===== src/rtl/ayatsuki_bus_fabric.sv =====
// Single-master, N-slave bus fabric: base/mask address decode, read FSM with
// per-slave wait states and timeout, posted writes and a saturating error counter.
module ayatsuki_bus_fabric #(
    parameter int N_SLV  = 4,
    parameter int ADDR_W = 32,
    parameter int DATA_W = 32,
    parameter logic [N_SLV*ADDR_W-1:0] SLV_BASE = {32'h0000_2000, 32'h0000_1010, 32'h0000_1000, 32'h0000_0000},
    parameter logic [N_SLV*ADDR_W-1:0] SLV_MASK = {32'hFFFF_F000, 32'hFFFF_FFF0, 32'hFFFF_FFF0, 32'hFFFF_F000},
    parameter int TIMEOUT = 16
) (
    input  logic                    clk,
    input  logic                    rst,
    input  logic                    m_r_en_i,
    input  logic [ADDR_W-1:0]       m_r_addr_i,
    output logic [DATA_W-1:0]       m_r_data_o,
    output logic                    m_r_valid_o,
    output logic                    m_err_o,
    output logic                    m_stall_o,
    input  logic                    m_w_en_i,
    input  logic [ADDR_W-1:0]       m_w_addr_i,
    input  logic [DATA_W-1:0]       m_w_data_i,
    output logic [N_SLV-1:0]        s_r_en_o,
    output logic [ADDR_W-1:0]       s_r_addr_o,
    input  logic [N_SLV*DATA_W-1:0] s_r_data_i,
    input  logic [N_SLV-1:0]        s_r_ready_i,
    output logic [N_SLV-1:0]        s_w_en_o,
    output logic [ADDR_W-1:0]       s_w_addr_o,
    output logic [DATA_W-1:0]       s_w_data_o,
    output logic [7:0]              err_cnt_o
);

    typedef enum logic [0:0] {
        IDLE    = 1'b0,
        RD_WAIT = 1'b1
    } state_t;

    // Timeout fires in the cycle the counter shows TIMEOUT-1, i.e. TIMEOUT cycles after the request.
    localparam logic [7:0] TO_LAST = 8'(TIMEOUT - 1);

    // Returns {hit, idx}; iterating downwards lets the lowest matching index win.
    function automatic logic [3:0] decode(input logic [ADDR_W-1:0] addr);
        logic [3:0] r;
        r = 4'b0000;
        for (int i = N_SLV - 1; i >= 0; i--) begin
            if ((addr & SLV_MASK[i*ADDR_W +: ADDR_W]) == SLV_BASE[i*ADDR_W +: ADDR_W]) begin
                r = {1'b1, 3'(i)};
            end else begin
                r = r;
            end
        end
        return r;
    endfunction

    function automatic logic [N_SLV-1:0] onehot(input logic [2:0] idx);
        logic [N_SLV-1:0] r;
        for (int i = 0; i < N_SLV; i++) begin
            r[i] = (idx == 3'(i));
        end
        return r;
    endfunction

    state_t              state_r;
    state_t              state_next_s;
    logic [2:0]          idx_r;
    logic [ADDR_W-1:0]   addr_r;
    logic [7:0]          cnt_r;
    logic                miss_r;
    logic [7:0]          err_cnt_r;

    logic [3:0]          rd_dec_s;
    logic [3:0]          wr_dec_s;
    logic                rd_hit_s;
    logic [2:0]          rd_idx_s;
    logic                wr_hit_s;
    logic                ready_sel_s;
    logic [DATA_W-1:0]   rdata_sel_s;
    logic                rd_wait_s;
    logic                timeout_s;
    logic                done_s;
    logic                accept_s;
    logic                rd_miss_s;
    logic                wr_miss_s;
    logic [8:0]          err_sum_s;

    assign rd_dec_s  = decode(m_r_addr_i);
    assign wr_dec_s  = decode(m_w_addr_i);
    assign rd_hit_s  = rd_dec_s[3];
    assign rd_idx_s  = rd_dec_s[2:0];
    assign wr_hit_s  = wr_dec_s[3];

    // Select ready and data of the slave currently being read.
    always_comb begin
        ready_sel_s = 1'b0;
        rdata_sel_s = {DATA_W{1'b0}};
        for (int i = 0; i < N_SLV; i++) begin
            if (idx_r == 3'(i)) begin
                ready_sel_s = s_r_ready_i[i];
                rdata_sel_s = s_r_data_i[i*DATA_W +: DATA_W];
            end else begin
                ready_sel_s = ready_sel_s;
                rdata_sel_s = rdata_sel_s;
            end
        end
    end

    assign rd_wait_s = (state_r == RD_WAIT);
    assign timeout_s = rd_wait_s && !ready_sel_s && (cnt_r == TO_LAST);
    assign done_s    = rd_wait_s && (ready_sel_s || (cnt_r == TO_LAST));
    // A new request is taken in IDLE or in the completing wait cycle (no bubble).
    assign accept_s  = m_r_en_i && (!rd_wait_s || done_s);
    assign rd_miss_s = accept_s && !rd_hit_s;
    assign wr_miss_s = m_w_en_i && !wr_hit_s;
    assign err_sum_s = {1'b0, err_cnt_r} + 9'(rd_miss_s) + 9'(wr_miss_s) + 9'(timeout_s);

    // Read FSM state register.
    always_ff @(posedge clk) begin
        if (rst) begin
            state_r <= IDLE;
        end else begin
            state_r <= state_next_s;
        end
    end

    // Read FSM next-state logic.
    always_comb begin
        state_next_s = state_r;
        case (state_r)
            IDLE: begin
                if (accept_s && rd_hit_s) begin
                    state_next_s = RD_WAIT;
                end else begin
                    state_next_s = IDLE;
                end
            end
            RD_WAIT: begin
                if (done_s) begin
                    state_next_s = (accept_s && rd_hit_s) ? RD_WAIT : IDLE;
                end else begin
                    state_next_s = RD_WAIT;
                end
            end
            default: state_next_s = IDLE;
        endcase
    end

    // Read FSM outputs; the miss response comes from a register, the rest is combinational.
    always_comb begin
        m_r_valid_o = miss_r;
        m_err_o     = miss_r;
        m_r_data_o  = {DATA_W{1'b0}};
        m_stall_o   = 1'b0;
        s_r_en_o    = {N_SLV{1'b0}};
        s_r_addr_o  = m_r_addr_i;
        case (state_r)
            IDLE: begin
                if (accept_s && rd_hit_s) begin
                    s_r_en_o = onehot(rd_idx_s);
                end else begin
                    s_r_en_o = {N_SLV{1'b0}};
                end
            end
            RD_WAIT: begin
                if (ready_sel_s) begin
                    m_r_valid_o = 1'b1;
                    m_r_data_o  = rdata_sel_s;
                end else if (timeout_s) begin
                    m_r_valid_o = 1'b1;
                    m_err_o     = 1'b1;
                end else begin
                    m_stall_o   = 1'b1;
                end
                if (accept_s && rd_hit_s) begin
                    s_r_en_o   = onehot(rd_idx_s);
                    s_r_addr_o = m_r_addr_i;
                end else if (timeout_s) begin
                    s_r_en_o   = {N_SLV{1'b0}};
                    s_r_addr_o = addr_r;
                end else begin
                    s_r_en_o   = onehot(idx_r);
                    s_r_addr_o = addr_r;
                end
            end
            default: begin
                s_r_en_o = {N_SLV{1'b0}};
            end
        endcase
    end

    // Latched read target, wait counter and registered miss response.
    always_ff @(posedge clk) begin
        if (rst) begin
            idx_r  <= 3'd0;
            addr_r <= {ADDR_W{1'b0}};
            cnt_r  <= 8'd0;
            miss_r <= 1'b0;
        end else begin
            miss_r <= rd_miss_s;
            if (accept_s && rd_hit_s) begin
                idx_r  <= rd_idx_s;
                addr_r <= m_r_addr_i;
                cnt_r  <= 8'd0;
            end else if (rd_wait_s) begin
                cnt_r  <= cnt_r + 8'd1;
            end else begin
                cnt_r  <= cnt_r;
            end
        end
    end

    // Saturating error counter; coincident events add together.
    always_ff @(posedge clk) begin
        if (rst) begin
            err_cnt_r <= 8'd0;
        end else begin
            err_cnt_r <= err_sum_s[8] ? 8'hFF : err_sum_s[7:0];
        end
    end

    assign err_cnt_o  = err_cnt_r;
    assign s_w_en_o   = (m_w_en_i && wr_hit_s) ? onehot(wr_dec_s[2:0]) : {N_SLV{1'b0}};
    assign s_w_addr_o = m_w_addr_i;
    assign s_w_data_o = m_w_data_i;

endmodule

===== config.mk =====
export PLATFORM = sky130hd
export DESIGN_NAME = ayatsuki_bus_fabric
export DESIGN_NICKNAME = d
export VERILOG_FILES = /design/src/rtl/ayatsuki_bus_fabric.sv
export SDC_FILE = /design/constraint.sdc
export NUM_CORES = 1
export LEC_CHECK = 0
export CAP_MARGIN = 0
export CELL_PAD_IN_SITES_DETAIL_PLACEMENT = 2
export CELL_PAD_IN_SITES_GLOBAL_PLACEMENT = 2
export CORE_AREA = 5 5 145 147
export CTS_CLUSTER_DIAMETER = 80
export CTS_CLUSTER_SIZE = 12
export DETAILED_ROUTE_END_ITERATION = 10
export DIE_AREA = 0 0 150 152
export DONT_BUFFER_PORTS = 1
export PLACE_DENSITY_LB_ADDON = 0.1
export SLEW_MARGIN = 10
export SYNTH_ARGS = -nofsm -noshare
export SYNTH_HDL_FRONTEND = slang
export SYNTH_SLANG_ARGS = --single-unit

===== constraint.sdc =====
create_clock -name clk -period 8.2 [get_ports clk]
set_input_delay 0 -clock clk [delete_from_list [all_inputs] [get_ports clk]]
set_output_delay 0 -clock clk [all_outputs]
set_load 0.05 [all_outputs]

==> out/metrics.cfg <==
[run_status]
status = finished clean

[route]
route.detailed.drc = 0
final_antenna_net_count = 0
routedWlPerCell_um = 24.7
drt_wl_total_um = 16200
viasPerCell = 4.84
dr_total_vias = 3187
dr.pass1.iters = 4
drtIter0Drc = 56

[timing]
timing_hold_violations_final = 0
setup_viol_count_final = 0
setup_ws_ns = 3.70
fin_setup_tns_ns = 0
hold_slack_ns = 0.0000193
grt_setup_unrepaired = no
period_minus_slack_ns = 4.50
tightest_slew_ns = 1.11
fin_crit_sh_pct = 54.9
fmax_mhz = 222
maxSlewHeadroom_pct = 25.3
worst_clock_skew_ns = 0.00527
report.final.slew_viol_count = 0

[floorplan]
ios = 379
row_count = 52
core_area_um2 = 19800
die_w_um = 150
die_h_um = 152
initial_core_util_pct = 21.0
die_area_um2 = 22800

[grt]
grtUsageTotal_pct = 13.4
grt_pass1_vias = 3661
grt_first_pass_wirelength_um = 23400
antenna_found_initial = 1
grt_max_degree = 61
overflow = 0

[clocking]
cts_root_buf = clkbuf_16
clock_sinks = 52
cts-htree-levels = 2
cts_buffer_depth = 2
clk_latency_ns = 0.29
cts.clk_slew.worst_paths_ns = 0.07
cts-buffers-inserted = 5
cts_tree = yes

[setup_path]
slowest_delay_ns = 0.89
crit_type = flop to output port
endpoint_kind = output port
critPathSlowestCell = dfxtp_2
cp.arrival_ns = 4.50
cp_cell_sequence = mux4_2, a211oi_4, nand2b_4, o21bai_2, nand3_1, o22ai_1
required_ns = 8.20
cp_max_fo = 38
cp_num_buf_inv = 0
critPathLaunchType = flop
cpLargestDelayFamily = compound AO/OA/AOI/OAI gates

[pwr]
max-vdd-ir-drop_v = 0.0000699
power_frac_comb_pct = 14.5
pwr-share-seq_pct = 44.1
p_int_mw = 0.442
clock_power_share_pct = 41.4
p_sw_share_pct = 27.9
p_leak_nw = 1.47
powerDensity_nw_per_um2 = 142
power.net_switching_mw = 0.171

[synth]
ys.flop_type = dfxtp_1
synth_edf_count = 0
yosysSeqAreaShare_pct = 25.1
synth_area_um2 = 4160
post-synth-top-area-cell = dfxtp_1
ys_seq_elements = 52
synthCells = 449
synth.distinct_cells = 49
yosys.area.top_type_share_pct = 25.1
synthesis.nets = 686
ys_async_sr_fraction_pct = 0
synth_area_per_cell_um2 = 9.25
synth_area_leaders = dfxtp_1, mux4_2, buf_4
ys_warn_count = 0

[finish]
final_layout_size_suffix_gt1_share_pct = 20.2
syn_to_final_growth_pct = 3.61
final_cell_count_no_fill = 658
fin_nets = 623

[worst_hold_path]
hold_path_class = input port to output port

[placed_design]
gp_congestion = 0.695
port_buffers = 0
place_ws_ns = 3.90
dp_cells = 630
dpl.hpwl_um = 13200

[flow_run]
maxCapViolCount = 0

==> metal layers <==
metal  routed length [um]  share of wire, %  GRT usage (%)
met5                    0                 0              0
met4                  167               1.0           3.14
met3                 1550               9.5           4.59
met2                 8900                55           26.4
met1                 5600                35           13.1
==> metrics by stage <==
step	utilization (%)	power [mW]	cell area [um^2]
global placement	19.8	0.356	3930
floorplan	-	0.432	4160
finish	21.8	0.613	4310
global route	21.8	0.642	4310
detailed placement	19.8	0.356	3930
CTS	21.8	0.629	4300
==> sequential cells by signal, summed over array words and instances, names as in the netlist <==
signal	cells
err_cnt_o	8
rd_wait_s	1
cnt_r	8
idx_r	2
addr_r	32
miss_r	1
==> synth_stat cells (10+ instances only) <==
cell type and n:
mux2_4 10, nor2_1 18, o2bb2ai_1 18, mux4_2 33, dfxtp_1 52, and3_1 32
nand2_1 62, a21oi_1 22, clkbuf_1 15, and2_1 18, buf_4 67, nor4_1 12
==> placed cells by master, fill, tap and decap left out, types with 2 or more instances in the layout <==
master,synthesis,routed
nand2b_1,4,4
a21oi_1,22,22
nor4_2,0,2
dlygate4sd3_1,0,18
xnor2_1,5,5
nor3b_1,3,2
buf_4,67,6
dfxtp_2,0,3
inv_1,8,8
or2_2,2,2
and2_1,18,18
nor3b_2,1,2
clkbuf_16,0,5
mux2_4,10,10
dfxtp_1,52,49
o21ai_1,0,2
nand2_1,62,62
fa_1,2,2
o2bb2ai_1,18,18
ha_1,3,3
mux2_2,4,4
and3_1,32,32
nor3_1,6,6
nand4_1,6,6
mux4_2,33,33
nand3_1,4,4
xor2_1,5,5
nor2_1,18,18
nor4_1,12,10
a31oi_1,2,2
a21o_1,2,2
==> layout make-up <==
type | instances | area, um^2
tap | 270 | 338
antenna | 1 | 2.50
sequential | 52 | 1040
clock inverter | 2 | 38.8
fill | 2262 | 15500
clock buffer | 6 | 139
multi-input combinational | 294 | 2470
inverter | 8 | 30.0
timing repair buffer | 25 | 245
==> worst paths after layout <==
path	startpoint	cells past startpoint	endpoint	slack [ns]
setup reg to reg	idx_r[1]	10	err_cnt_o[4]	4.07
setup / recovery	idx_r[1]	6	s_r_en_o[2]	3.70
hold / removal	m_w_data_i[19]	0	s_w_data_o[19]	0.00002
hold reg to reg	addr_r[5]	2	addr_r[5]	0.46
==> worst register-to-register path: stages, from the launching register on <==
cell and delay [ns]:
dfxtp_2 0.89, mux4_2 0.73, a211oi_4 0.72, nand2b_4 0.32, nor3_1 0.07, ha_1 0.25, fa_1 0.46, nand2_1 0.09
nor2_1 0.09, or2_2 0.30, a21oi_1 0.13
==> what timing repair did <==
action	in CTS	in global routing
endpoints found under the hold margin	44	0
hold buffers	19	0
gates resized for setup	0	0
buffers inserted	0	0
==> power groups by stage <==
stage | Sequential [mW] | Combinational [mW] | Clock, mW
floorplan | 0.275 | 0.157 | 0
global placement | 0.277 | 0.0782 | 0
detailed placement | 0.277 | 0.0791 | 0
CTS | 0.271 | 0.0907 | 0.267
global route | 0.272 | 0.0945 | 0.275
finish | 0.271 | 0.0889 | 0.254
==> cell families (layout without fill, tap and decap cells) <==
group                      count (synthesis)  count (layout)  synth area share [%]
and+or+nand+nor                          179             179                  23.1
buffers and inverters                    103              41                  16.0
AOI/OAI and AO/OA                         52              52                  9.09
DFF                                       52              52                  25.1
muxes                                     48              48                  22.8
xor gates and xnor gates                  10              10                  2.11
adders and majority gates                  5               5                  1.87
other                                      0               1                     0
Power figures use the tool's default switching activity.
